==> src/rtl/tt_autosym_pkg.sv <==
// Shared constants, FSM state type and the one-hot-to-log2 helper for the
// truth-table sweeper and autosymmetry scanner.
package tt_autosym_pkg;

    localparam int N_IN  = 6;
    localparam int TT_W  = 2 ** N_IN;
    localparam int IDX_W = N_IN;
    localparam int CNT_W = N_IN + 1;
    localparam int DEG_W = $clog2(N_IN + 1);

    typedef enum logic [1:0] {
        IDLE  = 2'd0,
        SWEEP = 2'd1,
        SCAN  = 2'd2,
        DONE  = 2'd3
    } state_e;

    // |L_f| is always a power of two, so the set bit's position is its log2.
    function automatic logic [DEG_W-1:0] log2_onehot(input logic [CNT_W-1:0] v);
        logic [DEG_W-1:0] r;
        r = '0;
        for (int i = 0; i < CNT_W; i++) begin
            if (v[i]) r = DEG_W'(i);
        end
        return r;
    endfunction

endpackage

==> src/rtl/tt_xor_permute.sv <==
// Combinational input-space translation of a truth table: p[x] = tt[x ^ alpha].
module tt_xor_permute #(
    parameter int N_IN = 6
) (
    input  logic [2**N_IN-1:0] tt,
    input  logic [N_IN-1:0]    alpha,
    output logic [2**N_IN-1:0] p
);

    localparam int TT_W = 2 ** N_IN;

    for (genvar x = 0; x < TT_W; x++) begin : g_bit
        localparam logic [N_IN-1:0] XV = N_IN'(x);
        assign p[x] = tt[XV ^ alpha];
    end

endmodule

==> src/rtl/tt_autosym_sweeper.sv <==
// Sweeps all input vectors through an external netlist, captures its truth
// table, compares it with a golden table and measures its autosymmetry space.
module tt_autosym_sweeper
    import tt_autosym_pkg::*;
(
    input  logic             clk,
    input  logic             rst,
    input  logic             start,
    input  logic [TT_W-1:0]  golden,
    output logic [IDX_W-1:0] dut_x,
    input  logic             dut_y,
    output logic             busy,
    output logic             done,
    output logic [TT_W-1:0]  tt,
    output logic [CNT_W-1:0] mismatch_cnt,
    output logic             equiv,
    output logic [CNT_W-1:0] ls_size,
    output logic [DEG_W-1:0] degree,
    output logic [1:0]       dbg_state
);

    // Handshake: start is sampled only in IDLE and launches one run; anything
    // else on start is ignored. done pulses for one cycle once all results
    // are valid; results then hold until the next accepted start.

    state_e state_q, state_d;

    logic [TT_W-1:0]  golden_r;
    logic [IDX_W-1:0] idx;
    logic [IDX_W-1:0] alpha;
    logic [TT_W-1:0]  perm;

    tt_xor_permute #(.N_IN(N_IN)) u_perm (
        .tt    (tt),
        .alpha (alpha),
        .p     (perm)
    );

    assign dut_x     = idx;
    assign busy      = (state_q == SWEEP) || (state_q == SCAN);
    assign dbg_state = state_q;

    always_ff @(posedge clk or posedge rst) begin
        if (rst) state_q <= IDLE;
        else     state_q <= state_d;
    end

    always_comb begin
        state_d = state_q;
        case (state_q)
            IDLE:    if (start) state_d = SWEEP;
            SWEEP:   if (idx == IDX_W'(TT_W - 1)) state_d = SCAN;
            SCAN:    if (alpha == IDX_W'(TT_W - 1)) state_d = DONE;
            DONE:    state_d = IDLE;
            default: state_d = IDLE;
        endcase
    end

    always_ff @(posedge clk or posedge rst) begin
        if (rst) begin
            golden_r     <= '0;
            idx          <= '0;
            alpha        <= '0;
            tt           <= '0;
            mismatch_cnt <= '0;
            equiv        <= 1'b0;
            ls_size      <= '0;
            degree       <= '0;
            done         <= 1'b0;
        end else begin
            done <= 1'b0;
            case (state_q)
                IDLE: begin
                    if (start) begin
                        golden_r     <= golden;
                        idx          <= '0;
                        mismatch_cnt <= '0;
                        ls_size      <= CNT_W'(1);
                        equiv        <= 1'b0;
                    end
                end
                SWEEP: begin
                    tt[idx] <= dut_y;
                    if (dut_y != golden_r[idx]) mismatch_cnt <= mismatch_cnt + CNT_W'(1);
                    // idx parks on the last vector so dut_x holds it until the next run.
                    if (idx == IDX_W'(TT_W - 1)) alpha <= IDX_W'(1);
                    else                         idx   <= idx + IDX_W'(1);
                end
                SCAN: begin
                    if (perm == tt) ls_size <= ls_size + CNT_W'(1);
                    alpha <= alpha + IDX_W'(1);
                end
                DONE: begin
                    done   <= 1'b1;
                    equiv  <= (mismatch_cnt == '0);
                    degree <= log2_onehot(ls_size);
                end
                default: ;
            endcase
        end
    end

endmodule
==> config.mk <==
export PLATFORM = sky130hd
export DESIGN_NAME = tt_autosym_sweeper
export DESIGN_NICKNAME = d
export VERILOG_FILES = /design/src/rtl/tt_autosym_pkg.sv /design/src/rtl/tt_xor_permute.sv /design/src/rtl/tt_autosym_sweeper.sv
export SDC_FILE = /design/constraint.sdc
export NUM_CORES = 1
export LEC_CHECK = 0
export BUFFER_PORTS_ARGS = -buffer_cell sky130_fd_sc_hd__buf_2
export CAP_MARGIN = 20
export CORE_ASPECT_RATIO = 1.4
export CORE_MARGIN = 4
export CORE_UTILIZATION = 55
export DETAILED_ROUTE_END_ITERATION = 8
export PLACE_DENSITY_LB_ADDON = 0.1
export SYNTH_ARGS = -nofsm -noshare
export SYNTH_HDL_FRONTEND = slang
export SYNTH_SLANG_ARGS = --single-unit
export TNS_END_PERCENT = 1
==> constraint.sdc <==
create_clock -name clk -period 10.39 [get_ports clk]
set_input_delay 1.5585 -clock clk [delete_from_list [all_inputs] [get_ports clk]]
set_output_delay 1.5585 -clock clk [all_outputs]
set_load 0.05 [all_outputs]
== After elaboration in Yosys (flattened, before gate mapping) ==
Index checks and enable logic that the tools add are counted.

* Register bits: 161
* Input port bits: 68
* Word-level logic and storage cells: 328

* Add/subtract/negate cells: 4
* Order comparisons: 66
* Eq/ne operators: 13
* Muxes and demuxes: 157
* Bitwise operators: 63
* Reductions and logical operators: 15

{| class="wikitable"
|+ Operator list
! cell !! count
|-
| $lt 6x7->1 const B || 65
|-
| $bmux 1 s6 || 65
|-
| $mux 1 || 69
|-
| $bwmux 64 || 1
|-
| $eq 64x64->1 || 1
|-
| $not 3->3 || 20
|-
| $not 4->4 || 15
|-
| $not 2->2 || 15
|-
| $not 5->5 || 6
|-
| $mux 7 || 4
|-
| $pmux 7 s2 || 2
|-
| $pmux 6 s2 || 2
|-
| $mux 6 || 3
|-
| $mux 3 || 5
|-
| $add 7x1->7 const B || 2
|-
| $add 6x1->6 const B || 2
|-
| $eq 6x6->1 const B || 2
|-
| $reduce_and 3->1 || 4
|-
| $ne 2x1->1 const B || 4
|-
| $pmux 2 s4 || 1
|-
| $reduce_bool 2->1 || 4
|-
| $logic_not 7->1 || 1
|-
| $demux 1 s6 || 1
|-
| $ge 6x1->1 const B || 1
|-
| 12 further kinds || 23
|}

== Logic depth before layout (Yosys ltp) ==
* Word-level depth: 6
* Gate-level depth with buffers: 14
* Gate-level depth less buffers: 10

== Cells and area by module ==
From an unflattened synthesis, not the netlist that was laid out.

* Cells, all modules: 989
* Area total of the unflattened synthesis: 12707.2 sq um

{| class="wikitable"
|+ Modules (own cells, without submodules)
! module !! instances !! cells an instance !! area each (sq um) !! seq. area each (sq um)
|-
| tt_autosym_sweeper || 1 || 755 || 8102.8 || 4028.9
|-
| tt_xor_permute || 1 || 234 || 4604.4 || 0.0
|}

== Least setup slack after synthesis ==
OpenSTA, ideal clock, no wires.

* Path kind: register to register
* Start: register tt[25]
* End: register ls_size[5]
* Setup time: 0.126 ns
* Arrival: 3.700 ns
* Data required time: 10.264 ns
* Slack: 6.564 ns
* Cell stages (with the launch flop): 12
* Path buffers: 1
* Path through: dfrtp_1 -> clkbuf_1 -> mux2i_1 -> mux4_2 -> mux4_2 -> mux2i_1 -> xor2_1 -> a2111oi_0 -> nand4_1 -> nor4_2 -> a31oi_1 -> a221o_1

* Longest elaborated chain between the ends: 5
* Elaborated cells between the ends (all ways): 131

{| class="wikitable"
|+ RTL lines
! item !! RTL line !! source
|-
| from (decl) || tt_autosym_sweeper.sv:14 || <nowiki>output logic [TT_W-1:0] tt,</nowiki>
|-
| from (signal, indexed assignment) || tt_autosym_sweeper.sv:83 || <nowiki>tt[idx] <= dut_y;</nowiki>
|-
| $bmux 1 s6 || tt_xor_permute.sv:14 || <nowiki>assign p[x] = tt[XV ^ alpha];</nowiki>
|-
| $mux 1 (implied by the code) || tt_xor_permute.sv:14 ||
|-
| $eq 64x64->1 (*) || tt_autosym_sweeper.sv:90 || <nowiki>if (perm == tt) ls_size <= ls_size + CNT_W'(1);</nowiki>
|-
| $ne 2x1->1 (no line) (*) || n/a ||
|-
| $reduce_and 3->1 (no line) (*) || n/a ||
|-
| to (signal assigned) || tt_autosym_sweeper.sv:90 ||
|-
| to (decl) || tt_autosym_sweeper.sv:17 || <nowiki>output logic [CNT_W-1:0] ls_size,</nowiki>
|}

Mark *: on every way between the ends. The rest lies on a longest branch, timed or not. The select of a mux whose other input is x is not followed.
A chain may end at the register's enable or synchronous reset.

== Final worst setup path ==
* Start: register alpha[1]
* End: register ls_size[5]

* Longest elaborated chain between the ends: 6
* Elaborated cells between the ends (all ways): 163

{| class="wikitable"
|+ RTL lines
! item !! RTL line !! source
|-
| from (decl) || tt_autosym_sweeper.sv:30 || <nowiki>logic [IDX_W-1:0] alpha;</nowiki>
|-
| from (signal assigned) || tt_autosym_sweeper.sv:91 || <nowiki>alpha <= alpha + IDX_W'(1);</nowiki>
|-
| $not 1->1 (no line), or another cell as far along || n/a ||
|-
| $bmux 1 s6 || tt_xor_permute.sv:14 ||
|-
| $mux 1 (implied by the code) || tt_xor_permute.sv:14 ||
|-
| $eq 64x64->1 (*) || tt_autosym_sweeper.sv:90 ||
|-
| $ne 2x1->1 (no line) (*) || n/a ||
|-
| $reduce_and 3->1 (no line) (*) || n/a ||
|}

Marks and branches as above.

==> impl_metrics.env <==
export IMPL_status="finished, final reports clean"
export IMPL_synth_edf_count=0
export IMPL_slew_headroom_pct=29.43
export IMPL_finalSetupTns_ns=0
export IMPL_worstPathArrival_ns=5.70
export IMPL_htree_levels=4
export IMPL_final_cell_mix="159 x buf_2, 157 x dfrtp_1, 149 x mux2_2, 112 x mux2i_1, 90 x mux4_2"
export IMPL_grtUsageMet3_pct=6.001
export IMPL_cts_resized_gates=0
export IMPL_syn_num_nets=1368
export IMPL_fin_nets=1467
export IMPL_maxCapViolations=0
export IMPL_max_freq_ghz=0.1856
export IMPL_synthArstFlopShare_pct=100.0
export IMPL_grt_max_degree=100
export IMPL_path_max_fanout=47
export IMPL_synth_area_mm2=0.01349
export IMPL_hpwl_mm=35.21
export IMPL_path_buf_inv=2
export IMPL_rsz0062_at_grt="false"
export IMPL_place_area_mm2=0.01441
export IMPL_grt_ovfl_total=0
export IMPL_vdd_drop_max_v=0.0001913
export IMPL_cts_max_path_buffers=2
export IMPL_dp_cells=1679
export IMPL_drv_slew=0
export IMPL_drtAntennaViolNets=0
export IMPL_clkTransAtPathRegs_ns=0.06
export IMPL_p_total_mw=4.282
export IMPL_worstPathRequired_ns=10.70
export IMPL_drive_gt1_share_pct=33.48
export IMPL_vias=12050
export IMPL_ys_types=75
export IMPL_cp_common_cell="mux4_2"
export IMPL_firstDrtPassIters=5
export IMPL_p_per_area_mw_per_mm2=285.1
export IMPL_grt_pass1_wl_mm=72.38
export IMPL_cts_buffers=17
export IMPL_wirelength_mm=47.56
export IMPL_path_cells="buf_4 -> inv_2 -> mux4_2 -> mux4_2 -> xor2_1 -> a211oi_1 -> a2111oi_0 -> nand4_1 -> nor4_2 -> a31oi_1 -> a221o_1"
export IMPL_die_height_um=193.3
export IMPL_grtUsageMet2_pct=57.24
export IMPL_hp_class="flip-flop to flip-flop"
export IMPL_place_ws_ns=4.961
export IMPL_fin_ws_ns=5.001
export IMPL_layout_commonest_cell="buf_2"
export IMPL_drc=0
export IMPL_die_w_um=140.4
export IMPL_finalSetupViolCount=0
export IMPL_die_area_mm2=0.02713
export IMPL_synth_seq_cells=161
export IMPL_antennaDiodeCount=0
export IMPL_cts_hold_buf=0
export IMPL_yosysSeqAreaShare_pct=29.87
export IMPL_met1_usage_pct=39.99
export IMPL_leakage_nw=6.239
export IMPL_stdcell_count=1711
export IMPL_fin_crit_ns=5.389
export IMPL_rows=67
export IMPL_portBuffers=159
export IMPL_track_usage_pct=34.57
export IMPL_synthCells=1290
export IMPL_fin_util_pct=62.43
export IMPL_ys_warnings_count=0
export IMPL_drtIter0Drc=1143
export IMPL_synth_ff_type="dfrtp_1"
export IMPL_fin_crit_sh_pct=51.87
export IMPL_io_pins=160
export IMPL_start_util_pct=56.07
export IMPL_grt_pass1_vias=12080
export IMPL_routedWlPerCell_um=27.80
export IMPL_startpoint_type="flip-flop"
export IMPL_cts_tree="done"
export IMPL_tightestPinTransition_ns=1.055
export IMPL_cts_root_buf="clkbuf_16"
export IMPL_finalClockSkew_ns=0.008901
export IMPL_hold_ws_ns=0.4984
export IMPL_cpPeakStageDelay_ns=0.81
export IMPL_clk_latency_ns=0.43
export IMPL_coreArea_mm2=0.02406
export IMPL_globalplace_congestion=1.051
export IMPL_area_growth_pct=11.34
export IMPL_post_cts_buffers=0
export IMPL_end_kind="flip-flop"
export IMPL_top_usage_layer="met2"
export IMPL_vias_per_cell=7.045
export IMPL_slowest_stage="a2111oi_0"
export IMPL_clock_sink_count=161
export IMPL_grt_antenna_before_repair=0
export IMPL_final_area_mm2=0.01502
export IMPL_critPathTopFamily="compound AO/OA/AOI/OAI gates"
export IMPL_criticalPathCategory="flip-flop to flip-flop"
export IMPL_hold_viol=0
export IMPL_avgSynthCellArea_um2=10.46
==> sequential cells by signal, indices dropped and copies added (netlist names) <==
name,count
equiv,1
ls_size,7
dbg_state,2
alpha,6
done,1
tt,64
mismatch_cnt,7
golden_r,64
degree,3
dut_x,6
==> area by class of cell <==
cell class                      instances  area (um^2)
Clock buffer                           21        450.4
Clock inverter                         10        136.4
Fill cell                            2032         9040
Inverter                               18        72.57
Multi-Input combinational cell       1010         8955
Sequential cell                       161         4036
Tap cell                              310        387.9
Timing Repair Buffer                  181        980.9
==> worst reg2reg max path, delay by kind of cell (launching register included) <==
kind | cells | cell delay [ns]
AO/OA/AOI/OAI | 4 | 1.43
XOR/XNOR | 1 | 0.17
buffers and inverters | 2 | 1.12
flip-flops | 1 | 0.34
multiplexers | 2 | 1.16
AND/OR/NAND/NOR | 2 | 1.07
==> cell usage after synthesis, types with 22 or more instances <==
master | instances | area, um^2
o22ai_1 | 23 | 143.9
dfrtp_1 | 161 | 4029
nand2_1 | 90 | 337.8
nor2_1 | 86 | 322.8
mux2i_1 | 112 | 1121
o21ai_0 | 54 | 270.3
clkbuf_1 | 73 | 274.0
nor3_1 | 22 | 110.1
nand3_1 | 26 | 130.1
xor2_1 | 26 | 227.7
a21oi_1 | 27 | 135.1
mux2_2 | 149 | 1678
mux4_2 | 90 | 2027
==> kinds of logic after synthesis <==
group	Yosys count	share of synthesized area (%)
flops	161	29.87
fa+ha+maj	10	0.9276
xor+xnor	45	2.922
compound gates	237	12.49
buf+inv	119	3.840
simple gates	366	14.09
mux	352	35.86
==> per-layer routing <==
metal,share of wire [%],wire (um),up-vias
met1,35,16830,5975
li1,-,-,5205
met5,0,0,-
met4,9.2,4356,0
met2,48,22980,656
met3,7.1,3387,218
==> report_power, final <==
group / internal, mW / switching [mW] / total [mW]
Combinational: 1.14 / 1.56 / 2.70
Clock: 0.382 / 0.248 / 0.630
Sequential: 0.806 / 0.146 / 0.952
==> worst paths after layout <==
path                       slack [ns]                        to  cells after the start                     start
min in group asynchronous        1.32        tt[41]$_DFFE_PP0P_                      2                       rst
hold reg to reg                  0.50  golden_r[28]$_DFFE_PP0P_                      1  golden_r[28]$_DFFE_PP0P_
setup reg to reg                 5.00    ls_size[5]$_DFFE_PP0P_                     11      alpha[1]$_DFFE_PP0P_
max in group asynchronous        7.68  golden_r[63]$_DFFE_PP0P_                      3                       rst
hold / removal                   0.50  golden_r[28]$_DFFE_PP0P_                      1  golden_r[28]$_DFFE_PP0P_
setup / recovery                 5.00    ls_size[5]$_DFFE_PP0P_                     11      alpha[1]$_DFFE_PP0P_
Power figures use the tool's default switching activity.
